### src/rtl/fetch_stage.sv
// Instruction fetch stage: issues sequential imem reads, buffers returned words
// with their PCs in an in-order FIFO and hands them to decode; branches redirect.
module fetch_stage #(
    parameter int unsigned         PC_WIDTH   = 12,
    parameter int unsigned         INST_WIDTH = 16,
    parameter logic [PC_WIDTH-1:0] RESET_PC   = '0,
    parameter int unsigned         BUF_DEPTH  = 2
) (
    input  logic                  clk,
    input  logic                  reset,
    output logic                  imem_req,
    output logic [PC_WIDTH-1:0]   imem_addr,
    input  logic                  imem_ready,
    input  logic                  imem_rvalid,
    input  logic [INST_WIDTH-1:0] imem_rdata,
    output logic                  validD,
    output logic [INST_WIDTH-1:0] instD,
    output logic [PC_WIDTH-1:0]   pcD,
    input  logic                  stallD,
    input  logic                  branchD,
    input  logic [PC_WIDTH-1:0]   PC_branch
);

    localparam int unsigned CW = $clog2(BUF_DEPTH + 1);
    localparam int unsigned AW = $clog2(BUF_DEPTH);
    localparam logic [CW:0]   CREDIT_MAX = (CW + 1)'(BUF_DEPTH);
    localparam logic [CW-1:0] FULL       = CW'(BUF_DEPTH);

    typedef struct packed {
        logic [PC_WIDTH-1:0]   pc;
        logic [INST_WIDTH-1:0] inst;
    } entry_t;

    entry_t              fifo_q [BUF_DEPTH];
    logic [PC_WIDTH-1:0] tag_q  [BUF_DEPTH];

    logic [PC_WIDTH-1:0] fetch_pc_q, fetch_pc_d;
    logic [CW-1:0]       count_q, count_d;
    logic [CW-1:0]       outstanding_q, outstanding_d;
    logic [CW-1:0]       drop_cnt_q, drop_cnt_d;
    logic [AW-1:0]       rd_ptr_q, rd_ptr_d;
    logic [AW-1:0]       wr_ptr_q, wr_ptr_d;
    logic [AW-1:0]       tag_rd_q, tag_rd_d;
    logic [AW-1:0]       tag_wr_q, tag_wr_d;

    logic                pop;
    logic                push;
    logic                accept;
    logic                rsp_v;
    logic [CW:0]         credit_used;
    entry_t              head;

    // A pop this cycle frees its slot in time for the response of a request
    // issued now, which is what sustains one instruction per cycle at depth 2.
    always_comb begin
        pop         = (count_q != '0) && !stallD;
        credit_used = {1'b0, count_q} + {1'b0, outstanding_q} - (CW + 1)'(pop);
        imem_req    = !reset && (credit_used < CREDIT_MAX);
        imem_addr   = fetch_pc_q;
        accept      = imem_req && imem_ready;
        rsp_v       = imem_rvalid && (outstanding_q != '0);
        push        = rsp_v && (drop_cnt_q == '0) && !branchD;
    end

    always_comb begin
        fetch_pc_d    = fetch_pc_q;
        count_d       = count_q;
        outstanding_d = outstanding_q + CW'(accept) - CW'(rsp_v);
        drop_cnt_d    = drop_cnt_q;
        rd_ptr_d      = rd_ptr_q;
        wr_ptr_d      = wr_ptr_q;
        tag_rd_d      = tag_rd_q + AW'(rsp_v);
        tag_wr_d      = tag_wr_q + AW'(accept);

        if (branchD) begin
            fetch_pc_d = PC_branch;
            count_d    = '0;
            rd_ptr_d   = '0;
            wr_ptr_d   = '0;
            // Everything still in flight after this edge belongs to the old path.
            drop_cnt_d = outstanding_d;
        end else begin
            if (accept) begin
                fetch_pc_d = fetch_pc_q + 1'b1;
            end
            if (rsp_v && (drop_cnt_q != '0)) begin
                drop_cnt_d = drop_cnt_q - 1'b1;
            end
            count_d  = count_q + CW'(push) - CW'(pop);
            rd_ptr_d = rd_ptr_q + AW'(pop);
            wr_ptr_d = wr_ptr_q + AW'(push);
        end
    end

    always_ff @(posedge clk) begin
        if (reset) begin
            fetch_pc_q    <= RESET_PC;
            count_q       <= '0;
            outstanding_q <= '0;
            drop_cnt_q    <= '0;
            rd_ptr_q      <= '0;
            wr_ptr_q      <= '0;
            tag_rd_q      <= '0;
            tag_wr_q      <= '0;
        end else begin
            assert (!(push && !pop && (count_q == FULL)));
            fetch_pc_q    <= fetch_pc_d;
            count_q       <= count_d;
            outstanding_q <= outstanding_d;
            drop_cnt_q    <= drop_cnt_d;
            rd_ptr_q      <= rd_ptr_d;
            wr_ptr_q      <= wr_ptr_d;
            tag_rd_q      <= tag_rd_d;
            tag_wr_q      <= tag_wr_d;
        end
    end

    always_ff @(posedge clk) begin
        if (accept) begin
            tag_q[tag_wr_q] <= fetch_pc_q;
        end
        if (push) begin
            fifo_q[wr_ptr_q] <= '{pc: tag_q[tag_rd_q], inst: imem_rdata};
        end
    end

    always_comb begin
        head   = fifo_q[rd_ptr_q];
        validD = (count_q != '0);
        instD  = validD ? head.inst : '0;
        pcD    = validD ? head.pc   : '0;
    end

endmodule

### config.mk
export PLATFORM = sky130hd
export DESIGN_NAME = fetch_stage
export DESIGN_NICKNAME = d
export VERILOG_FILES = /design/src/rtl/fetch_stage.sv
export SDC_FILE = /design/constraint.sdc
export NUM_CORES = 1
export LEC_CHECK = 0
export CAP_MARGIN = 20
export CELL_PAD_IN_SITES_DETAIL_PLACEMENT = 1
export CELL_PAD_IN_SITES_GLOBAL_PLACEMENT = 2
export CORE_ASPECT_RATIO = 0.5
export CORE_UTILIZATION = 39
export CTS_CLUSTER_DIAMETER = 50
export DETAILED_ROUTE_END_ITERATION = 12
export PLACE_DENSITY_LB_ADDON = 0.1
export SLEW_MARGIN = 20
export SYNTH_ARGS = -nofsm -noshare
export SYNTH_HDL_FRONTEND = slang
export SYNTH_SLANG_ARGS = --single-unit
### constraint.sdc
create_clock -name clk -period 5.17 [get_ports clk]
set_clock_uncertainty 0.2 [all_clocks]
set_input_delay 0.7755 -clock clk [delete_from_list [all_inputs] [get_ports clk]]
set_output_delay 0.7755 -clock clk [all_outputs]
set_load 0.02 [all_outputs]
# ---- Yosys cells after proc, flatten, opt, wreduce, memory -nomap -nowiden
# Memories as Yosys holds them, arrays and structs flattened. A register that Yosys moved wholly into a read port is not among the register bits.
# Index checks and enable logic that the tools add are counted.
dict set report totals {
  reg_bits 22
  ram_bits 80
  in_bits 34
  out_inout_bits 42
  word_cells 52
  memories 2
}
# memory words word_bits rd rd_clocked_by_memory_dff wr line_no
set mem_list {}
lappend mem_list {fifo_q 2 28 1 1 1 34} ;# entry_t fifo_q [BUF_DEPTH];
lappend mem_list {tag_q 2 12 1 1 1 35} ;# logic [PC_WIDTH-1:0] tag_q [BUF_DEPTH];
dict set report op_classes {
  addsub 12
  magnitude_cmp 1
  muxes 12
  n_reduce_logical 17
}
# op n
set ops {}
lappend ops {{12-bit 2-to-1 mux} 3}
lappend ops {{16-bit 2-to-1 mux} 1}
lappend ops {{12-bit by 1-bit adder with 12-bit output, second input constant} 1}
lappend ops {{2-bit nonzero test} 5}
lappend ops {{1-bit logical AND} 7}
lappend ops {{1-bit 2-to-1 mux} 6}
lappend ops {{1-bit adder} 4}
lappend ops {{2-bit by 1-bit adder with 2-bit output} 2}
lappend ops {{2-bit 2-to-1 mux} 2}
lappend ops {{2-bit by 1-bit subtractor with 2-bit output} 2}
lappend ops {{2-bit by 2-bit adder with 3-bit output} 1}
lappend ops {{1-bit zero test} 3}
lappend ops {{3-bit by 2-bit < comparator with 1-bit output, second input constant} 1}
lappend ops {{3-bit by 1-bit subtractor with 3-bit output} 1}
lappend ops {{2-bit zero test} 1}
lappend ops {{2-bit OR reduction} 1}
lappend ops {{2-bit by 1-bit subtractor with 2-bit output, second input constant} 1}

# ---- Longest topological paths before layout
dict set report depth {
  depth_word 9
  ltp_mapped 14
  mapped_depth_nobuf 12
}

# ---- Worst setup path after synthesis
# No wires, ideal clock.
dict set report synth_timing {
  path_kind {reg-to-reg}
  from {register count_q[1]}
  to {register drop_cnt_q[1]}
  setup_ps 114
  arrival_ps 3049
  t_required_ps 4856
  path_slack_ps 1807
  stages_incl_launch_ff 15
  n_path_buf 2
  synth_period_minus_slack_ps 3363
  cell_sequence {dfxtp_1 nor2_1 clkbuf_1 nor3_1 fa_1 xnor2_1 buf_2 or3_1 ha_1 inv_1 ha_1 xnor2_1 xnor2_1 nor3_1 a21o_1}
}
dict set report synth_via {
  elab_chain_cells 9
  word_cells_on_any_way 10
  cone_classes {add/sub (4); order compare (1); mux (1); reduce/logical (4)}
}
# item line_no
set synth_rtl {}
lappend synth_rtl {{from (decl)} 38} ;# logic [CW-1:0] count_q, count_d;
lappend synth_rtl {{from (signal assigned)} 108} ;# count_q <= count_d;
lappend synth_rtl {{parallel branches: the longest is 2 deep, another holds 2-bit by 2-bit adder with 3-bit output} -}
lappend synth_rtl {{3-bit by 1-bit subtractor with 3-bit output *} 57} ;# credit_used = {1'b0, count_q} + {1'b0, outstanding_q} - (CW + 1)'(pop);
lappend synth_rtl {{3-bit by 2-bit < comparator with 1-bit output *} 58} ;# imem_req = !reset && (credit_used < CREDIT_MAX);
lappend synth_rtl {{1-bit logical AND *} 58}
lappend synth_rtl {{1-bit logical AND *} 60} ;# accept = imem_req && imem_ready;
lappend synth_rtl {{2-bit by 1-bit adder with 2-bit output *} 68} ;# outstanding_d = outstanding_q + CW'(accept) - CW'(rsp_v);
lappend synth_rtl {{2-bit by 1-bit subtractor with 2-bit output *} 68}
lappend synth_rtl {{2-bit 2-to-1 mux *} 75} ;# if (branchD) begin
lappend synth_rtl {{to (signal assigned)} 110} ;# drop_cnt_q <= drop_cnt_d;
lappend synth_rtl {{to (decl)} 40} ;# logic [CW-1:0] drop_cnt_q, drop_cnt_d;
# Mark *: on every way between the ends.
# A chain may end at the register's enable or synchronous reset.

# ---- Worst setup path after layout
dict set report layout_timing {
  from {input port stallD}
  to {output port imem_req}
}
dict set report layout_via {
  elab_chain_cells 5
}
# item line_no
set layout_rtl {}
lappend layout_rtl {{from (decl)} 19} ;# input logic stallD,
lappend layout_rtl {{1-bit zero test} 56} ;# pop = (count_q != '0) && !stallD;
lappend layout_rtl {{1-bit logical AND} 56}
lappend layout_rtl {{3-bit by 1-bit subtractor with 3-bit output} 57}
lappend layout_rtl {{3-bit by 2-bit < comparator with 1-bit output} 58}
lappend layout_rtl {{1-bit logical AND} 58}
lappend layout_rtl {{to (decl)} 11} ;# output logic imem_req,
# No other way between the ends.

==> qor.txt <==
Clock Sinks -> 102
min Tclk post-route -> 4115 ps
CTS Buffer Depth -> 2
Hold Startpoint -> imem_addr[8]
VDD IR max -> 169.7 uV
initial antenna violation count -> 0
Post-DRT Antenna Nets -> 0
TNS Setup -> 0 ps
Max Slew Vio Count -> 0
via count -> 2551
EDFF count, synth -> 80
starting density of the core -> 40.82%
total grt overflow -> 0
Clk Latency, worst-skew pair -> 350 ps
Root Driver -> clkbuf_16
predominant post-synthesis flop cell -> edfxtp_1
CTS buffer count -> 9
leakage -> 1.773 nW
worst hold stages -> 0
Inst Count DP -> 507
hold buffers post-CTS -> 0
Arrival @ worst endpoint -> 3140 ps
R2R Setup Slk -> 1830 ps
period utilization -> 79.60%
mean post-synth cell area -> 14.03 sq um
status -> completed
relative slew slack -> 37.49%
met1 global-route usage -> 21.37%
top cells by area, synth -> edfxtp_1, dfxtp_1, mux2i_1
clock group share of total power -> 30.4%
Ports -> 76
Seq pwr share -> 49.6%
Commonest cells post-synth -> edfxtp_1, nor2_1, mux2i_1
core area -> 10380 sq um
CP cell instances -> clkdlybuf4s50_1 > xnor2_1 > nand2_1 > fa_1 > xnor2_1 > buf_4 > nor3b_1 > clkdlybuf4s50_1
diode count -> 0
Netlist Area Pre-Place -> 4237 sq um
largest net degree at the start of global routing -> 33
hold_ws -> 351.0 ps
FF-to-FF End -> drop_cnt_q[1]
worst setup margin -> 1055 ps
busiest grt layer -> met2
Final setup viols -> 0
post-layout util -> 52.19%
largest area contributor in the netlist -> edfxtp_1
worst-path maximum fanout -> 13
combinational fraction of design power -> 20.0%
share of the synthesized area in the top cell type -> 56.70%
routing usage on met3 -> 4.251%
Die Area -> 11310 sq um
Max stage delay on crit path -> 660 ps
vias per std cell -> 4.878
H-Tree Depth -> 3
Design Area, Final -> 5416 sq um
Worst Hold Class -> flop to flop
non-filler cells, final -> 523
Crit path required time -> 4190 ps
DRT Pass-1 Iters -> 4
GP Congestion -> 0.7938
worst slew pin tran -> 937.6 ps
Psw -> 0.5800 mW
crit path kind -> input port to primary output
Post-synth ARST share -> 0%
global-route wire length before repair -> 13.48 mm
number of buffers added for setup after CTS -> 0
synthesis-to-layout area growth -> 27.85%
share of cells above drive strength 1 -> 9.922%
post-CTS resize count -> 0
Fin. Hold Viols -> 0
HPWL Detailed -> 5.912 mm
syn_nets -> 347
Setup crit end kind -> primary output
Worst Hold Endpoint -> tag_q[1][8]
total design power -> 2.094 mW
Die Height -> 75.70 microns
cells on worst reg2reg path -> 12
post-synthesis register bit count -> 102
slowest CP cell -> clkdlybuf4s50_1
top-count cell post-synth -> edfxtp_1
Worst setup SP type -> input port
P_int -> 1.514 mW
Cells after Synth -> 302
pre-CTS WS -> 1053 ps
DRC viols -> 0
DIE WIDTH -> 149.4 microns
origin of the worst setup path -> stallD
synth warn -> 0
Initial DRC Count -> 88
clk slew on worst S/H paths -> 70 ps
port bufs -> 75
All-Layer GR Usage -> 16.59%
max frequency -> 243.0 MHz
sequential area share after synthesis -> 67.10%
max-cap violations -> 0
Final nets -> 423
CTS tree -> done
r2r startpoint -> count_q[1]
Site Rows -> 26
number of global-route vias before repair -> 2613
GR Util met2 -> 26.95%
sw frac -> 27.70%
final WL -> 8.659 mm
Power Dens Cells -> 386.6 nW/um^2
placed inst area -> 5132 sq um
WL/cell -> 16.56 microns
Synth cell types -> 37
RSZ-0062 raised after global routing -> no
[state kept, by name, summed over array words and instances, names as in the netlist]
signal         flops
drop_cnt_q         2
fifo_q            56
tag_q             24
count_q            2
rd_ptr_q           1
tag_rd_q           1
tag_wr_q           1
wr_ptr_q           1
outstanding_q      2
imem_addr         12
[cell usage in the layout (no fill, tap or decap), types with 2 or more instances in the layout]
cell / Yosys / final
nor2b_1: 4 / 4
mux2_2: 12 / 12
nand2_1: 5 / 5
buf_4: 0 / 4
dfxtp_1: 22 / 21
nor3b_1: 3 / 3
clkinv_2: 0 / 2
inv_1: 11 / 11
xnor2_1: 16 / 16
nor2_1: 48 / 47
a211oi_1: 9 / 9
nor3_1: 10 / 10
nand4_1: 3 / 3
nor4_1: 3 / 3
nand3_1: 4 / 4
ha_1: 10 / 10
clkdlybuf4s50_1: 0 / 75
o31ai_1: 2 / 2
inv_8: 0 / 2
a2111oi_0: 2 / 2
edfxtp_1: 80 / 80
clkinv_4: 0 / 3
mux2i_1: 29 / 29
clkbuf_16: 0 / 9
[cells by family after synthesis]
family / synth area share [%]
AOI/OAI and AO/OA: 3.337
xor gates and xnor gates: 3.514
adders and majority gates: 3.426
buffers and inverters: 2.481
DFF: 67.10
muxes: 10.04
and+or+nand+nor: 10.10
[critical path: cells and delay by family]
family | cells | cell delay [ps]
fa+ha+maj | 1 | 370
xor+xnor | 2 | 280
buf+inv | 3 | 1400
simple gates | 2 | 300
[worst max-delay path by stage]
stage / to / slack, ps
final: imem_req / 1050
after global routing: imem_req / 950
after CTS: imem_req / 1030
after detailed placement: imem_req / 1050
after floorplan: drop_cnt_q[1] / 1810
after global placement: imem_req / 1060
[routing by layer]
layer  vias up  share of wire (%)
li1       1259                  -
met1      1215                 50
met2        66                 44
met3        11                4.7
met4         0                1.3
met5         -                  0
[power groups by stage]
stage	Sequential [mW]	Combinational, mW	Clock (mW)
after detailed placement	1.06	0.420	0
after global placement	1.05	0.406	0
after CTS	1.04	0.424	0.656
final	1.04	0.419	0.637
after floorplan	1.04	0.281	0
after global routing	1.05	0.462	0.681
[layout make-up]
class | count | area (sq um)
flip-flops and latches | 102 | 2844
well taps | 140 | 175.2
clock buffers | 9 | 225.2
fillers | 1033 | 4961
multi-input cells | 175 | 1291
inverters | 11 | 41.29
repair buffers | 79 | 780.7
clock inverters | 7 | 58.81
No activity file was read; power rests on OpenSTA's default activity.
